===== src/rtl/cla_adder_pipe.sv =====
// Two-stage pipelined carry-lookahead adder/subtractor with valid/ready on both sides.
// Stage 1 registers propagate/generate and group terms; stage 2 resolves carries and flags.
module cla_adder_pipe #(
  parameter int WIDTH = 16
) (
  input  logic             clk,
  input  logic             rst_n,
  input  logic             in_valid,
  output logic             in_ready,
  input  logic [WIDTH-1:0] a,
  input  logic [WIDTH-1:0] b,
  input  logic             cin,
  input  logic             sub,
  output logic             out_valid,
  input  logic             out_ready,
  output logic [WIDTH-1:0] sum,
  output logic             cout,
  output logic             ovf,
  output logic             zero
);

  localparam int NG = WIDTH / 4;

  generate
    if ((WIDTH % 4) != 0 || WIDTH < 4 || WIDTH > 64) begin : g_bad_width
      $error("cla_adder_pipe: WIDTH must be a multiple of 4 in the range 4..64");
    end
  endgenerate

  logic s1_valid;
  logic s2_valid;
  logic adv1;
  logic adv2;

  assign adv2      = !s2_valid || out_ready;
  assign adv1      = !s1_valid || adv2;
  assign in_ready  = adv1;
  assign out_valid = s2_valid;

  // ---------------- stage 1: operand conditioning and group terms ----------------
  logic [WIDTH-1:0] b_eff;
  logic [WIDTH-1:0] p_nx;
  logic [WIDTH-1:0] g_nx;
  logic             c0_nx;
  logic [NG-1:0]    gp_nx;
  logic [NG-1:0]    gg_nx;
  logic [3*NG-1:0]  g_lo_nx;

  assign b_eff = b ^ {WIDTH{sub}};
  assign c0_nx = sub ? ~cin : cin;
  assign p_nx  = a ^ b_eff;
  assign g_nx  = a & b_eff;

  for (genvar gi = 0; gi < NG; gi++) begin : g_s1_grp
    logic [3:0] pl;
    logic [3:0] gl;
    assign pl = p_nx[4*gi +: 4];
    assign gl = g_nx[4*gi +: 4];
    assign gp_nx[gi] = &pl;
    assign gg_nx[gi] = gl[3] | (pl[3] & gl[2]) | (pl[3] & pl[2] & gl[1])
                     | (pl[3] & pl[2] & pl[1] & gl[0]);
    // The top generate bit of each group only matters through GG, so it is not kept.
    assign g_lo_nx[3*gi +: 3] = gl[2:0];
  end

  logic [WIDTH-1:0] s1_p;
  logic [3*NG-1:0]  s1_g_lo;
  logic [NG-1:0]    s1_gp;
  logic [NG-1:0]    s1_gg;
  logic             s1_c0;

  always_ff @(posedge clk or negedge rst_n) begin
    if (!rst_n) begin
      s1_valid <= 1'b0;
      s1_p     <= '0;
      s1_g_lo  <= '0;
      s1_gp    <= '0;
      s1_gg    <= '0;
      s1_c0    <= 1'b0;
    end else if (adv1) begin
      s1_valid <= in_valid;
      if (in_valid) begin
        s1_p    <= p_nx;
        s1_g_lo <= g_lo_nx;
        s1_gp   <= gp_nx;
        s1_gg   <= gg_nx;
        s1_c0   <= c0_nx;
      end
    end
  end

  // ---------------- stage 2: group lookahead, bit carries, flags ----------------
  // Each group carry is a flat sum of products over GG/GP and c0, no inter-group ripple.
  logic [NG:0] cg;
  logic        gp_run;

  always_comb begin
    cg     = '0;
    gp_run = 1'b1;
    cg[0]  = s1_c0;
    for (int k = 1; k <= NG; k++) begin
      gp_run = 1'b1;
      for (int j = k - 1; j >= 0; j--) begin
        cg[k]  = cg[k] | (s1_gg[j] & gp_run);
        gp_run = gp_run & s1_gp[j];
      end
      cg[k] = cg[k] | (s1_c0 & gp_run);
    end
  end

  logic [WIDTH-1:0] c_bit;

  for (genvar gi = 0; gi < NG; gi++) begin : g_s2_grp
    logic [3:0] pl;
    logic [2:0] gl;
    logic       ci;
    assign pl = s1_p[4*gi +: 4];
    assign gl = s1_g_lo[3*gi +: 3];
    assign ci = cg[gi];
    assign c_bit[4*gi]   = ci;
    assign c_bit[4*gi+1] = gl[0] | (pl[0] & ci);
    assign c_bit[4*gi+2] = gl[1] | (pl[1] & gl[0]) | (pl[1] & pl[0] & ci);
    assign c_bit[4*gi+3] = gl[2] | (pl[2] & gl[1]) | (pl[2] & pl[1] & gl[0])
                         | (pl[2] & pl[1] & pl[0] & ci);
  end

  logic [WIDTH-1:0] sum_nx;
  logic             cout_nx;
  logic             ovf_nx;
  logic             zero_nx;

  assign sum_nx  = s1_p ^ c_bit;
  assign cout_nx = cg[NG];
  assign ovf_nx  = c_bit[WIDTH-1] ^ cg[NG];
  assign zero_nx = (sum_nx == '0);

  always_ff @(posedge clk or negedge rst_n) begin
    if (!rst_n) begin
      s2_valid <= 1'b0;
      sum      <= '0;
      cout     <= 1'b0;
      ovf      <= 1'b0;
      zero     <= 1'b0;
    end else if (adv2) begin
      s2_valid <= s1_valid;
      if (s1_valid) begin
        sum  <= sum_nx;
        cout <= cout_nx;
        ovf  <= ovf_nx;
        zero <= zero_nx;
      end
    end
  end

endmodule


===== config.mk =====
export PLATFORM = sky130hd
export DESIGN_NAME = cla_adder_pipe
export DESIGN_NICKNAME = d
export VERILOG_FILES = /design/src/rtl/cla_adder_pipe.sv
export SDC_FILE = /design/constraint.sdc
export NUM_CORES = 1
export LEC_CHECK = 0
export ABC_AREA = 1
export ABC_CLOCK_PERIOD_IN_PS = 3620
export CAP_MARGIN = 20
export CORE_MARGIN = 5
export CORE_UTILIZATION = 56
export DETAILED_ROUTE_END_ITERATION = 10
export PLACE_DENSITY_LB_ADDON = 0.3
export SYNTH_ARGS = -nofsm -noshare
export SYNTH_HDL_FRONTEND = slang
export SYNTH_SLANG_ARGS = --single-unit

===== constraint.sdc =====
create_clock -name clk -period 3.62 [get_ports clk]
set_input_delay 0.362 -clock clk [delete_from_list [all_inputs] [get_ports clk]]
set_output_delay 0.362 -clock clk [all_outputs]
set_load 0.03 [all_outputs]

==> results.txt, run 1 <==
power share of the sequential group -> 39.1%
Root Driver -> clkbuf_8
Slew headroom -> 52.0%
routed len/inst -> 13.6 µm
flops & latches, synth -> 58
total grt overflow -> 0
worst hold path class -> input port to asynchronous set/reset pin
synth-to-layout area growth -> 24.9%
clk sinks -> 58
largest net degree at the start of global routing -> 41
DRT antenna net count -> 0
Finished Cell Area -> 3970 µm²
max-cap viol count -> 0
vias in the first global route -> 2655
# DRC -> 0
Async SR Flop Fraction -> 100%
number of synthesized flops with an enable pin -> 0
Mapped Nets -> 437
Chip Height -> 85.4 µm
status -> complete, no violations
yosys warns -> 0
CTS H-Tree Depth -> 3
Die W -> 85.4 µm
Setup crit start kind -> input port
io pins -> 59
share of the synthesized area in the top cell type -> 45.6%
routed vias/inst -> 5.26
Max Fclk -> 466 MHz
worst reg-to-reg setup slack -> 1.69 ns
Final setup viols -> 0
All-Layer GR Usage -> 21.1%
Fin Clk Skew -> 0.00585 ns
hpwl dp -> 5340 µm
setup bufs post-CTS -> 0
CORE AREA -> 5510 µm²
Combinational Power Share -> 39.8%
Setup TNS -> 0 ns
worst slew pin tran -> 0.719 ns
clock tree buffer depth -> 2
WP data required -> 3.82 ns
Final min period -> 2.15 ns
clk slew on worst S/H paths -> 0.06 ns
Hold Fails Final Rpt -> 0
WS Path Type -> input port to flop
clk_lat worst skew -> 0.33 ns
total length of routed wires -> 6990 µm
CTS tree -> yes
Port-buffer cells -> 58
CP Capture Type -> flop
die footprint -> 7290 µm²
RSZ-0062 raised after global routing -> no
PD cells -> 600 nW/µm²
ratio of final minimum period to clock period -> 59.3%
CTS buffer count -> 9
DRT Pass-1 Iters -> 4
DR iter-0 viols -> 144
Int Power -> 0.00148 W
mapped cell area -> 3180 µm²
GP Congestion -> 0.839
post-cts resize count -> 0
Area contributors post-synth -> dfrtp_1 (46%), nand2_1 (13%), ha_1 (7.9%), xor2_1 (5.0%), o21ai_0 (4.6%)
# nets final -> 498
sw power -> 0.000910 W
layout cell share with drive strength beyond 1 -> 8.82%
vias post-DR -> 2703
CP max FO -> 10
initial core utilization -> 57.8%
initial antenna violation count -> 0
# rows -> 27
area leader, netlist -> dfrtp_1
final core occ -> 72.2%
fillcell total -> 432
hold buffer count at CTS -> 0
main flop type after synthesis -> dfrtp_1
unique cell type count in the Yosys netlist -> 29
critical path data arrival time -> 2.35 ns
count leader, synth -> nand2_1
sequential-to-total area share from yosys stat -> 45.6%
Mean Syn Cell Area -> 8.39 µm²
Placed Area -> 3810 µm²
Switching Share -> 38.1%
global-route wire length before repair -> 12100 µm
leakage power -> 1.94 nW
Post-Synthesis Cells -> 379
Final Max Slew Viols -> 0
Clock power frac -> 21.1%
Commonest cells post-synth -> nand2_1 (113), dfrtp_1 (58), inv_1 (30)
hold_ws -> 0.0865 ns
diodes inserted -> 0
maximum vdd drop -> 0.000306 V
[stage by stage]
stage	cells	setup slack, ns	power, W
2_1_floorplan	379	1.89	0.00152
3_5_place_dp	501	1.11	0.00189
3_3_place_gp	501	1.21	0.00187
4_1_cts	514	1.47	0.00240
5_1_grt	514	1.35	0.00255
6_report	514	1.47	0.00239
[logic make-up (layout without fill, tap and decap cells)]
family                   after synthesis  after routing  share of synthesized area [%]
AO/OA/AOI/OAI                         63             63                           11.4
AND/OR/NAND/NOR                      173            173                           23.7
flip-flops                            58             58                           45.6
adder cells (fa/ha/maj)               20             20                           7.87
buffers and inverters                 45            108                           5.82
XOR/XNOR                              20             20                           5.51
[cell usage in the layout (no fill, tap or decap)]
master,synthesis,routed
inv_1,30,30
nand2_4,5,5
ha_1,20,20
o21bai_2,1,1
dfrtp_1,58,58
o21a_1,1,1
nor3_1,1,1
nand3b_1,1,1
o21ai_2,2,2
clkbuf_1,3,2
xnor2_1,2,2
nand3_1,13,13
nand3_2,5,5
a21oi_2,2,2
buf_4,2,4
a221oi_1,2,2
a22oi_1,1,1
o21ai_0,29,29
o21ai_1,4,4
nand2_1,113,113
xor2_1,18,18
inv_2,3,3
nor2_1,29,29
a31oi_1,10,10
buf_2,7,1
clkbuf_8,0,11
clkdlybuf4s50_1,0,57
a21oi_1,10,10
nand2_2,5,5
o211ai_1,1,1
nand4_1,1,1
[power groups by stage]
stage | logic, W | registers [W] | clock network [W]
6_report | 0.000949 | 0.000933 | 0.000503
5_1_grt | 0.00104 | 0.000955 | 0.000548
4_1_cts | 0.000956 | 0.000931 | 0.000509
3_5_place_dp | 0.000951 | 0.000942 | 0
3_3_place_gp | 0.000933 | 0.000934 | 0
2_1_floorplan | 0.000416 | 0.00111 | 0
[cell type report]
class,instances,area (µm²),share of cell area (%)
clock buffer,13,159,4.00
inverter,33,124,3.12
multi-input combinational,276,1540,38.9
sequential,58,1450,36.5
tap,72,90.1,2.27
timing repair buffer,62,606,15.2
[path summary, 6_finish.rpt]
kind / start / cells after the start / endpoint
worst max-delay path: sub / 8 / s1_gg[1]
worst min-delay path: rst_n / 1 / sum[12]
worst max register to register: g_s2_grp[0].ci / 14 / zero
worst min register to register: sum[0] / 2 / sum[0]
max in group asynchronous: rst_n / 2 / sum[6]
min in group clk: sum[0] / 2 / sum[0]
[critical path: stages]
cell and delay, ns:
clkdlybuf4s50_1 0.77, buf_4 0.29, xor2_1 0.17, ha_1 0.26
nand2_1 0.07, inv_1 0.06, a221oi_1 0.25, a22oi_1 0.10
[registers in the layout, summed over array words and instances (netlist names)]
| name | flops |
|---|---|
| s1_g_lo | 12 |
| s1_gg | 4 |
| sum | 16 |
| ovf | 1 |
| s1_p | 16 |
| zero | 1 |
| g_s2_grp.ci | 1 |
| cout | 1 |
| s1_gp | 4 |
| s1_valid | 1 |
| out_valid | 1 |
[layer usage]
metal,wire (µm),track usage [%],vias up,part of all wire (%)
li1,-,-,1352,-
met1,3180,28.1,1269,45
met2,3290,33.3,68,47
met3,360,3.98,14,5.2
met4,158,9.93,0,2.3
met5,0,0,-,0
(Power assumes the default switching activity.)
==> inputs of run 2 (changes only) <==
--- a/config.mk
+++ b/config.mk
@@ -6,10 +6,10 @@
 export NUM_CORES = 1
 export LEC_CHECK = 0
 export ABC_AREA = 1
-export ABC_CLOCK_PERIOD_IN_PS = 3620
+export ABC_CLOCK_PERIOD_IN_PS = 1800
 export CAP_MARGIN = 20
 export CORE_MARGIN = 5
-export CORE_UTILIZATION = 56
+export CORE_UTILIZATION = 47
 export DETAILED_ROUTE_END_ITERATION = 10
 export PLACE_DENSITY_LB_ADDON = 0.3
 export SYNTH_ARGS = -nofsm -noshare
==> constraint.sdc (replaced) <==
create_clock -name clk -period 1.8 [get_ports clk]
set_input_delay 0.18 -clock clk [delete_from_list [all_inputs] [get_ports clk]]
set_output_delay 0.18 -clock clk [all_outputs]
set_load 0.03 [all_outputs]
==> results.txt, run 2 (synthesized netlist as in run 1, its figures left out) <==
status -> complete, no violations
initial antenna violation count -> 0
CTS H-Tree Depth -> 3
CP cell instances -> nand2_2, nand2_4, nand2_2, nand2_4, ha_2, o21ai_2, nand2_1, nor2_1, nand2_1, nor2_1, nand3_1, nor2_1, nand3_1, nand2_1
Slew headroom -> 79.1%
Setup crit start kind -> flop
Placed Area -> 3930 µm²
Chip Height -> 92.3 µm
Reg-to-Reg End -> zero
worst hold path class -> input port to asynchronous set/reset pin
critical path data arrival time -> 1.99 ns
Clock power frac -> 21.1%
Worst path max stage delay -> 0.39 ns
WS Path Type -> flop to flop
maximum vdd drop -> 0.000521 V
Root Driver -> clkbuf_8
R2R depth -> 14
vias post-DR -> 2759
DRT Pass-1 Iters -> 4
# rows -> 30
Combinational Power Share -> 41.3%
clk slew on worst S/H paths -> 0.06 ns
DR iter-0 viols -> 198
WP data required -> 2.07 ns
# nets final -> 514
Port-buffer cells -> 58
most frequent cells in the layout -> nand2_1 (113), dfrtp_1 (58), clkdlybuf4s50_1 (56), inv_1 (30), o21ai_0 (29)
worst slew pin tran -> 0.313 ns
most common cell after layout, fill and taps aside -> nand2_1
routed len/inst -> 13.3 µm
PD cells -> 1190 nW/µm²
sw power -> 0.00190 W
ratio of final minimum period to clock period -> 95.7%
clk_lat worst skew -> 0.33 ns
io pins -> 59
multi-input logic area -> 1580 µm²
CTS buffer count -> 9
Switching Share -> 38.2%
clock tree buffer depth -> 2
Final setup viols -> 0
diodes inserted -> 0
worst reg-to-reg setup slack -> 0.08 ns
leakage power -> 2.04 nW
biggest regs -> s1_p x16, sum x16, s1_g_lo x12
CORE AREA -> 6680 µm²
Max Fclk -> 581 MHz
All-Layer GR Usage -> 17.6%
layout cell share with drive strength beyond 1 -> 13.7%
GP Congestion -> 0.839
Hold Fails Final Rpt -> 0
Fin Clk Skew -> 0.00746 ns
CP max-delay cell -> dfrtp_1
max-cap viol count -> 0
initial core utilization -> 47.6%
vias in the first global route -> 2624
hpwl dp -> 5510 µm
clk sinks -> 58
final core occ -> 62.7%
Reg2Reg Launch Point -> s1_gp[0]
RSZ-0062 raised after global routing -> yes
CP Capture Type -> flop
Int Power -> 0.00308 W
DRT antenna net count -> 0
Final Max Slew Viols -> 0
routed vias/inst -> 5.11
die footprint -> 8510 µm²
Seq. cell area -> 1450 µm²
total length of routed wires -> 7180 µm
Die W -> 92.3 µm
# DRC -> 0
CTS tree -> yes
global-route wire length before repair -> 12000 µm
Finished Cell Area -> 4190 µm²
hold_ws -> 0.372 ns
power share of the sequential group -> 37.7%
total grt overflow -> 0
largest net degree at the start of global routing -> 59
CP max FO -> 3
Final min period -> 1.72 ns
fillcell total -> 605
synth-to-layout area growth -> 31.7%
[run 2: cell count changes in the layout (fill, tap and decap cells not counted), sizes merged]
cell,delta
buf,+15
clkbuf,-1
clkdlybuf4s50,-1
clkinv,+3
dlygate4sd2,+1
dlygate4sd3,+1
[run 2: cell type report]
class	instances	area share, %
Sequential cell	58	34.6
Clock inverter	3	0.358
Inverter	33	2.96
Timing Repair Buffer	78	18.3
Clock buffer	12	3.70
Multi-Input combinational cell	276	37.6
Tap cell	80	2.39
[run 2: repair_timing]
item,in CTS,in global routing
hold buffers,1,0
buffers inserted,0,6
hold endpoints to repair,58,0
resized for setup,1,8
pin swaps,0,12
endpoints found under the setup margin,1,1
[run 2: layer usage]
| metal | part of all wire (%) | track usage (%) | up-vias |
|---|---|---|---|
| met2 | 47 | 27.4 | 75 |
| met3 | 5.3 | 4.84 | 10 |
| met1 | 46 | 23.9 | 1293 |
| li1 | - | - | 1381 |
| met4 | 1.3 | 5.57 | 0 |
| met5 | 0 | 0 | - |
[run 2: worst max path at each step]
| stage | startpoint | end | slack, ns | cells past startpoint |
|---|---|---|---|---|
| floorplan | g_s2_grp[0].ci | zero | 0.20 | 12 |
| global placement | sub | s1_gg[1] | -0.03 | 8 |
| detailed placement | sub | s1_gg[2] | -0.09 | 8 |
| CTS | s1_gp[0] | zero | 0.04 | 12 |
| global route | s1_gp[2] | zero | -0.15 | 11 |
| finish | s1_gp[0] | zero | 0.08 | 14 |
[run 2: per-stage QoR]
stage	power, W	setup WS, ns	TNS (ns)	std cells
6_report	0.00499	0.0779	0	540
5_1_grt	0.00532	-0.150	-0.150	540
4_1_cts	0.00494	0.0371	0	534
3_5_place_dp	0.00387	-0.0862	-0.198	518
3_3_place_gp	0.00381	-0.0267	-0.0368	518
2_1_floorplan	0.00306	0.202	0	379
[run 2: worst max-delay path: cells and delay by family (launching register included)]
family	cells	cell delay [ns]
compound gates	1	0.12
fa+ha+maj	1	0.18
simple gates	12	0.98
flops	1	0.39
[run 2: power by group through the flow]
stage | Combinational (W) | Sequential, W | Clock [W]
after floorplan | 0.000836 | 0.00223 | 0
after global placement | 0.00194 | 0.00188 | 0
after detailed placement | 0.00198 | 0.00190 | 0
after CTS | 0.00199 | 0.00187 | 0.00107
after global routing | 0.00225 | 0.00192 | 0.00115
final | 0.00206 | 0.00188 | 0.00105
==> inputs of run 3 (changes only) <==
--- a/config.mk
+++ b/config.mk
@@ -9,7 +9,8 @@
 export ABC_CLOCK_PERIOD_IN_PS = 1800
 export CAP_MARGIN = 20
 export CORE_MARGIN = 5
-export CORE_UTILIZATION = 47
+export CORE_UTILIZATION = 49
+export CTS_BUF_LIST = sky130_fd_sc_hd__clkbuf_4 sky130_fd_sc_hd__clkbuf_8
 export DETAILED_ROUTE_END_ITERATION = 10
 export PLACE_DENSITY_LB_ADDON = 0.3
 export SYNTH_ARGS = -nofsm -noshare
==> constraint.sdc (replaced) <==
create_clock -name clk -period 1.8 [get_ports clk]
set_input_delay 0.18 -clock clk [delete_from_list [all_inputs] [get_ports clk]]
set_output_delay 0.18 -clock clk [all_outputs]
set_load 0.01 [all_outputs]
==> results.txt, run 3 (synthesized netlist as in run 1, its figures left out) <==
status -> complete, no violations
Power Total -> 0.00508 W
most frequent cells in the layout -> nand2_1 (113), dfrtp_1 (58), clkdlybuf4s50_1 (57), inv_1 (29), o21ai_0 (29)
RSZ-0062 raised after global routing -> yes
Placed Cells -> 515
hpwl dp -> 5360 µm
Combinational Power Share -> 33.6%
initial core utilization -> 50.1%
most common cell after layout, fill and taps aside -> nand2_1
fillcell total -> 505
Worst path max stage delay -> 0.40 ns
diodes inserted -> 0
All-Layer GR Usage -> 18.5%
worst slew pin tran -> 0.313 ns
WP data required -> 2.08 ns
Worst Path Buf+Inv -> 0
clk sinks -> 58
PD cells -> 1200 nW/µm²
sw power -> 0.00160 W
routed len/inst -> 13.1 µm
CP top delay family -> simple AND/OR/NAND/NOR gates
io pins -> 59
biggest regs -> s1_p x16, sum x16, s1_g_lo x12
CP cell instances -> nand2_2, nand2_4, nand2_2, nand2_4, ha_4, o21ai_2, nand2_1, nor2_1, nand2_1, nor2_1, nand3_1, nor2_1, nand3_1, nand2_1
DR iter-0 viols -> 175
synth-to-layout area growth -> 32.7%
total length of routed wires -> 7010 µm
max-cap viol count -> 0
GP Congestion -> 0.864
Fin Clk Skew -> 0.00615 ns
Int Power -> 0.00348 W
clk slew on worst S/H paths -> 0.06 ns
CP Capture Type -> flop
Switching Share -> 31.5%
Clock power frac -> 29.6%
CP max FO -> 5
DRT Pass-1 Iters -> 4
critical path data arrival time -> 1.97 ns
Chip Height -> 90.6 µm
Finished Cell Area -> 4220 µm²
fin cells -> 533
Setup crit start kind -> flop
dpl ws -> -0.135 ns
Reg2Reg Launch Point -> s1_gp[0]
worst hold path class -> input port to asynchronous set/reset pin
# rows -> 29
CORE AREA -> 6350 µm²
ratio of final minimum period to clock period -> 94.2%
initial antenna violation count -> 0
maximum vdd drop -> 0.000695 V
power share of the sequential group -> 36.8%
# nets final -> 509
CTS tree -> yes
Die W -> 90.6 µm
WS Path Type -> flop to flop
Root Driver -> clkbuf_8
CTS buffer count -> 9
Final setup viols -> 0
vias post-DR -> 2654
global-route wire length before repair -> 12300 µm
Slew headroom -> 79.1%
CP max-delay cell -> dfrtp_1
CTS H-Tree Depth -> 3
leakage power -> 2.06 nW
Port-buffer cells -> 58
Placed Area -> 3930 µm²
layout cell share with drive strength beyond 1 -> 13.2%
worst setup margin -> 0.105 ns
largest net degree at the start of global routing -> 59
Hold Fails Final Rpt -> 0
clock tree buffer depth -> 2
vias in the first global route -> 2623
CP startpoint -> s1_gp[0]
# DRC -> 0
Final Max Slew Viols -> 0
Max Fclk -> 590 MHz
total grt overflow -> 0
Setup TNS -> 0 ns
die footprint -> 8200 µm²
routed vias/inst -> 4.98
DRT antenna net count -> 0
clk_lat worst skew -> 0.34 ns
Final min period -> 1.70 ns
run 3: cell types whose count changed in the layout (fill, tap and decap cells not counted), sizes merged:
cell	previous run	this run
dlygate4sd2	1	0
clkdlybuf4s50	56	57
buf	20	15
clkbuf	12	11
bufinv	0	3
clkinv	3	2
run 3: cell type report:
class                      count  area (µm²)  share of cell area [%]
tap                           77        96.3                    2.28
inverter                      33         124                    2.94
sequential                    58        1450                    34.4
multi-input combinational    276        1570                    37.2
clock buffer                  11         151                    3.59
clock inverter                 5         100                    2.37
timing repair buffer          73         728                    17.3
run 3: path summary, 6_finish.rpt:
check                      slack, ns  cells after the start    endpoint
max                             0.10                     14        zero
min                             0.38                      3  s1_g_lo[1]
max reg2reg                     0.10                     14        zero
min reg2reg                     0.48                      2      sum[4]
max in group asynchronous       1.16                      3        zero
min in group clk                0.45                      4   out_valid
run 3: worst reg2reg max path, cell delays in order (launching register included):
cell and delay (ns):
dfrtp_1 0.40, nand2_2 0.09, nand2_4 0.09, nand2_2 0.09
nand2_4 0.06, ha_4 0.16, o21ai_2 0.12, nand2_1 0.08
nor2_1 0.10, nand2_1 0.05, nor2_1 0.08, nand3_1 0.08
nor2_1 0.10, nand3_1 0.08, nand2_1 0.06
run 3: through the flow:
step / hold WS (ns) / utilization [%]
after global placement: 0.206 / 61.8
final: 0.377 / 66.5
after detailed placement: 0.206 / 61.8
after CTS: 0.375 / 66.0
after global routing: 0.418 / 66.5
after floorplan: -0.116 / -
run 3: repair_timing:
item                                    in CTS  in global routing
setup buffers                                0                  1
endpoints found under the hold margin       58                  0
hold buffers                                 1                  0
gates resized for setup                      0                  6
endpoints found under the setup margin       0                  1
run 3: power groups by stage:
stage	Combinational, W	Clock (W)	Sequential [W]
6_report	0.00171	0.00150	0.00187
5_1_grt	0.00190	0.00161	0.00192
4_1_cts	0.00168	0.00153	0.00187
3_5_place_dp	0.00167	0	0.00189
3_3_place_gp	0.00164	0	0.00188
2_1_floorplan	0.000833	0	0.00194
run 3: metal layers:
layer	wire length, µm	vias up	GRT usage (%)
li1	-	1371	-
met5	0	-	0
met2	3280	77	28.4
met3	371	11	4.08
met1	3210	1195	24.7
met4	135	0	8.93
